--- src/rtl/hwag_gen_pkg.sv ---
// hwag_gen_pkg: shared types and constants for the synthetic crank-wheel generator.
// Revision 1.0
`default_nettype none

package hwag_gen_pkg;

  localparam int PER_W_DEF      = 24;
  localparam int TTH_W_DEF      = 8;
  localparam int GEN_MIN_PERIOD = 2;

  typedef enum logic [0:0] {
    IDLE = 1'b0,
    RUN  = 1'b1
  } gen_state_t;

endpackage

`default_nettype wire

--- src/rtl/crank_tooth_timer.sv ---
// crank_tooth_timer: per-tooth clock counter, period shadow and high-phase compare.
// Revision 1.0
`default_nettype none

module crank_tooth_timer
  import hwag_gen_pkg::*;
#(
  parameter int PER_W = PER_W_DEF
) (
  input  logic             clk,
  input  logic             rst,
  input  logic             start,
  input  logic             advance,
  input  logic [PER_W-1:0] cfg_period,
  output logic             tooth_end,
  output logic             high_nxt
);

  logic [PER_W-1:0] pcnt;
  logic [PER_W-1:0] per_s;
  logic [PER_W-1:0] pcnt_nxt;
  logic [PER_W-1:0] per_nxt;
  logic [PER_W-1:0] per_cfg;

  // A period below two would leave no room for both a high and a low phase.
  assign per_cfg   = (cfg_period < PER_W'(GEN_MIN_PERIOD)) ? PER_W'(GEN_MIN_PERIOD) : cfg_period;
  assign tooth_end = (pcnt == (per_s - PER_W'(1)));

  always_comb begin
    pcnt_nxt = '0;
    per_nxt  = per_s;
    if (start) begin
      per_nxt = per_cfg;
    end else if (advance) begin
      if (tooth_end) begin
        per_nxt = per_cfg;
      end else begin
        pcnt_nxt = pcnt + PER_W'(1);
      end
    end
  end

  // Evaluated on next-cycle values so the top can register vr_out directly.
  assign high_nxt = (pcnt_nxt < (per_nxt >> 1));

  always_ff @(posedge clk or negedge rst) begin
    if (!rst) begin
      pcnt  <= '0;
      per_s <= PER_W'(GEN_MIN_PERIOD);
    end else begin
      pcnt  <= pcnt_nxt;
      per_s <= per_nxt;
    end
  end

endmodule

`default_nettype wire

--- src/rtl/crank_wheel_gen.sv ---
// crank_wheel_gen: N-M crank trigger-wheel waveform generator with missing-tooth gap.
// Revision 1.0
`default_nettype none

module crank_wheel_gen
  import hwag_gen_pkg::*;
#(
  parameter int PER_W = PER_W_DEF,
  parameter int TTH_W = TTH_W_DEF
) (
  input  logic             clk,
  input  logic             rst,
  input  logic             ena,
  input  logic [PER_W-1:0] cfg_period,
  input  logic [TTH_W-1:0] cfg_teeth,
  input  logic [TTH_W-1:0] cfg_missing,
  output logic             vr_out,
  output logic [TTH_W-1:0] tooth_idx,
  output logic             edge_stb,
  output logic             rev_stb,
  output logic             cfg_err
);

  gen_state_t       state, state_nxt;
  logic [TTH_W-1:0] teeth_s, miss_s;
  logic [TTH_W-1:0] teeth_nxt, miss_nxt, idx_nxt;
  logic             err_nxt;
  logic             t_start, t_adv;
  logic             run_nxt, rev_nxt;
  logic             tooth_end, high_nxt;
  logic             cfg_ok, present_nxt, vr_nxt, edge_nxt;

  crank_tooth_timer #(
    .PER_W(PER_W)
  ) u_timer (
    .clk        (clk),
    .rst        (rst),
    .start      (t_start),
    .advance    (t_adv),
    .cfg_period (cfg_period),
    .tooth_end  (tooth_end),
    .high_nxt   (high_nxt)
  );

  assign cfg_ok = (cfg_teeth != '0) && (cfg_missing < cfg_teeth);

  always_ff @(posedge clk or negedge rst) begin
    if (!rst) begin
      state <= IDLE;
    end else begin
      state <= state_nxt;
    end
  end

  always_comb begin
    state_nxt = state;
    idx_nxt   = tooth_idx;
    teeth_nxt = teeth_s;
    miss_nxt  = miss_s;
    err_nxt   = cfg_err;
    t_start   = 1'b0;
    t_adv     = 1'b0;
    run_nxt   = 1'b0;
    rev_nxt   = 1'b0;
    case (state)
      IDLE: begin
        idx_nxt = '0;
        if (ena) begin
          if (!cfg_ok) begin
            err_nxt = 1'b1;
          end else begin
            err_nxt   = 1'b0;
            teeth_nxt = cfg_teeth;
            miss_nxt  = cfg_missing;
            t_start   = 1'b1;
            run_nxt   = 1'b1;
            rev_nxt   = 1'b1;
            state_nxt = RUN;
          end
        end
      end
      RUN: begin
        if (!ena) begin
          state_nxt = IDLE;
          idx_nxt   = '0;
        end else begin
          t_adv   = 1'b1;
          run_nxt = 1'b1;
          if (tooth_end) begin
            if (tooth_idx == (teeth_s - TTH_W'(1))) begin
              idx_nxt = '0;
              rev_nxt = 1'b1;
              // Wheel geometry only changes on a revolution boundary; a bad
              // request is flagged but the current wheel keeps spinning.
              if (cfg_ok) begin
                teeth_nxt = cfg_teeth;
                miss_nxt  = cfg_missing;
              end else begin
                err_nxt = 1'b1;
              end
            end else begin
              idx_nxt = tooth_idx + TTH_W'(1);
            end
          end
        end
      end
      default: begin
        state_nxt = IDLE;
      end
    endcase
  end

  assign present_nxt = (idx_nxt < (teeth_nxt - miss_nxt));
  assign vr_nxt      = run_nxt & present_nxt & high_nxt;
  assign edge_nxt    = vr_nxt & ~vr_out;

  always_ff @(posedge clk or negedge rst) begin
    if (!rst) begin
      vr_out    <= 1'b0;
      tooth_idx <= '0;
      edge_stb  <= 1'b0;
      rev_stb   <= 1'b0;
      cfg_err   <= 1'b0;
      teeth_s   <= '0;
      miss_s    <= '0;
    end else begin
      vr_out    <= vr_nxt;
      tooth_idx <= idx_nxt;
      edge_stb  <= edge_nxt;
      rev_stb   <= rev_nxt;
      cfg_err   <= err_nxt;
      teeth_s   <= teeth_nxt;
      miss_s    <= miss_nxt;
    end
  end

endmodule

`default_nettype wire

--- config.mk ---
export PLATFORM = sky130hd
export DESIGN_NAME = crank_wheel_gen
export DESIGN_NICKNAME = d
export VERILOG_FILES = /design/src/rtl/hwag_gen_pkg.sv /design/src/rtl/crank_tooth_timer.sv /design/src/rtl/crank_wheel_gen.sv
export SDC_FILE = /design/constraint.sdc
export NUM_CORES = 1
export LEC_CHECK = 0
export ABC_AREA = 1
export ABC_CLOCK_PERIOD_IN_PS = 6500
export BUFFER_PORTS_ARGS = -buffer_cell sky130_fd_sc_hd__clkbuf_2
export CAP_MARGIN = 15
export CORE_ASPECT_RATIO = 1.75
export CORE_MARGIN = 2
export CORE_UTILIZATION = 45
export DETAILED_ROUTE_END_ITERATION = 8
export PLACE_DENSITY = 0.61
export SETUP_SLACK_MARGIN = 0.05
export SLEW_MARGIN = 0
export SYNTH_ARGS = -nofsm -noshare
export SYNTH_HDL_FRONTEND = slang
export SYNTH_SLANG_ARGS = --single-unit
export TNS_END_PERCENT = 1
--- constraint.sdc ---
create_clock -name clk -period 6.5 [get_ports clk]
set_input_delay 0.325 -clock clk [delete_from_list [all_inputs] [get_ports clk]]
set_output_delay 0.325 -clock clk [all_outputs]
set_load 0.005 [all_outputs]
==> reports/results.tsv <==
stage	metric	value	unit
global_route	grt-ovfl-total	0	
clocking	htreeDepth	3	
sta	rsz0062_at_grt	false	
sta	final_max_slew_viol_count	0	
sta	finalCritPeriodShare	87.5	%
routing	drt_pass1_iterations	4	
synthesis	synth_cell_types	53	
synthesis	synth_flop_cell	dfrtp_1	
synthesis	ys_warn_count	0	
synthesis	syn_nets	1024	
min_path	hold_end	u_timer.per_s[20]$_DFF_PN0_	
critical_path	worstPathMaxFanout	12	
synthesis	syn_inst	933	
power	peakVddDrop	0.000140	V
critical_path	cpPeakStageDelay	420	ps
critical_path	reg2regPathDepth	34	
critical_path	end_kind	flip-flop	
routing	via_per_inst	5.23	
sta	setup-violations-final	0	
synthesis	avgSynthCellArea	7.09	sq um
floorplanning	dieArea	15700	sq um
global_route	grt_pass1_wl	29700	microns
placement	hpwl	15200	microns
sta	tightest_slew	897	ps
synthesis	synth_top_area_share	28.7	%
synthesis	synth_edf_count	0	
final_layout	syn2layout_area_growth	11.7	%
placement	dp_cells	1157	
floorplanning	die_x	95.7	microns
final_layout	drive_gt1_share	13.4	%
sta	fin_skew	12.6	ps
sta	hold_viol_final	0	
clocking	cts_root_buf	clkbuf_16	
power	power.density_cell_area	291	nW/um^2
final_layout	nFillCells	1443	
critical_path	path_class	flip-flop to flip-flop	
power	power.leakage	3.82	nW
synthesis	synth_area_leaders	dfrtp_1 29%, nand2_1 12%, ha_1 8.9%	
clocking	insertion_delay	350	ps
placement	port_buffers	54	
placement	gp_congestion	0.917	
synthesis	synth_area_leader_cell	dfrtp_1	
global_route	track_usage	24.9	%
final_layout	stdcell_count	1174	
status	status	complete, no violations	
routing	final_antenna_net_count	0	
critical_path	slowest_stage	dfrtp_1	
flow_run	max_cap_violations	0	
clocking	clk_pin_slew	70	ps
floorplanning	core	14400	sq um
critical_path	worstPathArrival	5960	ps
global_route	grt_pass1_vias	6172	
min_path	min_from	cfg_period[20]	
synthesis	seq_area_frac_synth	29.1	%
routing	wire_per_inst	15.7	microns
critical_path	crit_required	6770	ps
critical_path	reg2reg_to	edge_stb$_DFF_PN0_	
routing	drt_iter0_drc	221	
min_path	hold_class	primary input to flip-flop	
clocking	cts_tree	done	
final_layout	nets	1080	
global_route	grt_max_degree	51	
clocking	cts_setup_buffers	0	
routing	finalWirelength	18400	microns
global_route	antenna_found_initial	0	
floorplanning	initial_core_util	46.1	%
synthesis	synthArstFlopShare	100	%
sta	fmax	176	MHz
min_path	whs_path_depth	3	
sta	slew_headroom	40.1	%
floorplanning	die_y	164	microns
routing	vias	6140	
sta	finalSetupTns	0	ps
critical_path	r2r_start	u_timer.per_s[0]$_DFFE_PN0P_	
critical_path	setup.worst_path.start_class	flip-flop	
critical_path	r2r_slack	810	ps
sta	fin_crit	5690	ps
synthesis	synth_area	6620	sq um
floorplanning	rows	58	
clocking	cts_buffers	9	
floorplanning	io_pins	55	
synthesis	synth_seq_cells	77	
routing	drc	0	
final_layout	n_antenna_cell	0	
clocking	clockBufferDepth	2	
clocking	clock_sinks	77	
==> power breakdown <==
group	leakage [nW]	switching, W	internal, W
combinational	2.71	0.000588	0.000361
sequential	0.977	0.000117	0.000567
clock	0.136	0.000218	0.000301
==> state kept, by name, indices dropped and copies added (netlist names) <==
register and cells:
state 1, tooth_idx 8, u_timer.per_s 24, teeth_s 8, miss_s 8, rev_stb 1
edge_stb 1, cfg_err 1, vr_out 1, u_timer.pcnt 24
==> how the worst max path moves through the flow <==
stage                     cells past startpoint            endpoint  slack [ps]                    startpoint
after floorplan                              40  edge_stb$_DFF_PN0_        1600    u_timer.per_s[1]$_DFF_PN1_
after CTS                                    34  edge_stb$_DFF_PN0_         770  u_timer.per_s[0]$_DFFE_PN0P_
after global placement                       40  edge_stb$_DFF_PN0_         930    u_timer.per_s[1]$_DFF_PN1_
after global routing                         40  edge_stb$_DFF_PN0_         220    u_timer.per_s[1]$_DFF_PN1_
final                                        34  edge_stb$_DFF_PN0_         810  u_timer.per_s[0]$_DFFE_PN0P_
after detailed placement                     40  edge_stb$_DFF_PN0_         830    u_timer.per_s[1]$_DFF_PN1_
==> final cells by class <==
| cell class | count | area, sq um | share of cell area [%] |
|---|---|---|---|
| Tap cell | 180 | 225 | 3.05 |
| Timing Repair Buffer | 63 | 343 | 4.64 |
| Clock buffer | 10 | 229 | 3.10 |
| Multi-Input combinational cell | 686 | 4020 | 54.4 |
| Sequential cell | 77 | 1930 | 26.1 |
| Inverter | 152 | 572 | 7.74 |
| Clock inverter | 6 | 70.1 | 0.948 |
==> critical path: cells and delay by family, from the launching register on <==
kind / cells / cell delay [ps]
DFF: 1 / 420
xor gates and xnor gates: 2 / 280
buffers and inverters: 4 / 410
and+or+nand+nor: 14 / 1750
adders and majority gates: 3 / 840
AOI/OAI and AO/OA: 11 / 1900
==> cell usage after synthesis (all sizes together) (6+ instances only) <==
master	n
nor4	7
nand3b	9
nor2	108
o21ai	70
ha	47
xor2	29
nand2	220
nor3b	6
buf	8
dfrtp	76
clkbuf	10
nand4	20
xnor2	14
nor3	23
nand3	41
inv	149
a21oi	50
o211ai	8
==> per-layer routing <==
layer / vias up / GRT usage [%] / routed length (microns)
met2: 99 / 50.4 / 10700
met3: 34 / 2.87 / 428
met4: 0 / 10.6 / 670
li1: 3144 / - / -
met5: - / 0 / 0
met1: 2863 / 24.0 / 6620
==> cells in the final DEF (no fill, tap or decap), types with 7 or more instances in the layout <==
master     netlist  final
ha_1            47     47
buf_4            2      9
o211ai_1         8      8
dfrtp_1         76     76
nand2_1        209    209
clkbuf_2         0     53
a21oi_1         49     49
xnor2_1         13     13
nand3b_1         9      9
inv_1          143    143
nor4_1           7      7
xor2_1          29     29
nor3_1          22     22
nand3_1         37     37
nor2_1          84     84
nand2_2          9      9
o21ai_0         62     62
nand4_1         18     18
clkbuf_16        0      9
nor2_2          15     15
==> cell families after synthesis <==
family | count (synthesis) | share of synthesized area, %
flops | 77 | 29.1
compound gates | 150 | 12.8
buf+inv | 170 | 10.1
fa+ha+maj | 48 | 9.19
simple gates | 443 | 32.3
xor+xnor | 45 | 6.48
==> per-stage QoR <==
stage | hold WS (ps) | power (W) | instance area (sq um) | util, % | worst slack, ps
after floorplan | 29.4 | 0.00139 | 6620 | - | 1600
after global placement | 279 | 0.00164 | 7080 | 49.3 | 927
after detailed placement | 276 | 0.00165 | 7080 | 49.3 | 825
after CTS | 236 | 0.00218 | 7390 | 51.4 | 774
after global routing | 257 | 0.00233 | 7390 | 51.4 | 224
final | 247 | 0.00215 | 7390 | 51.4 | 811
==> timing repair <==
action,CTS,global route
hold endpoints to repair,27,0
hold buffers,1,0
setup endpoints to repair,0,0
resized for setup,0,0
No activity file was read; power rests on OpenSTA's default activity.
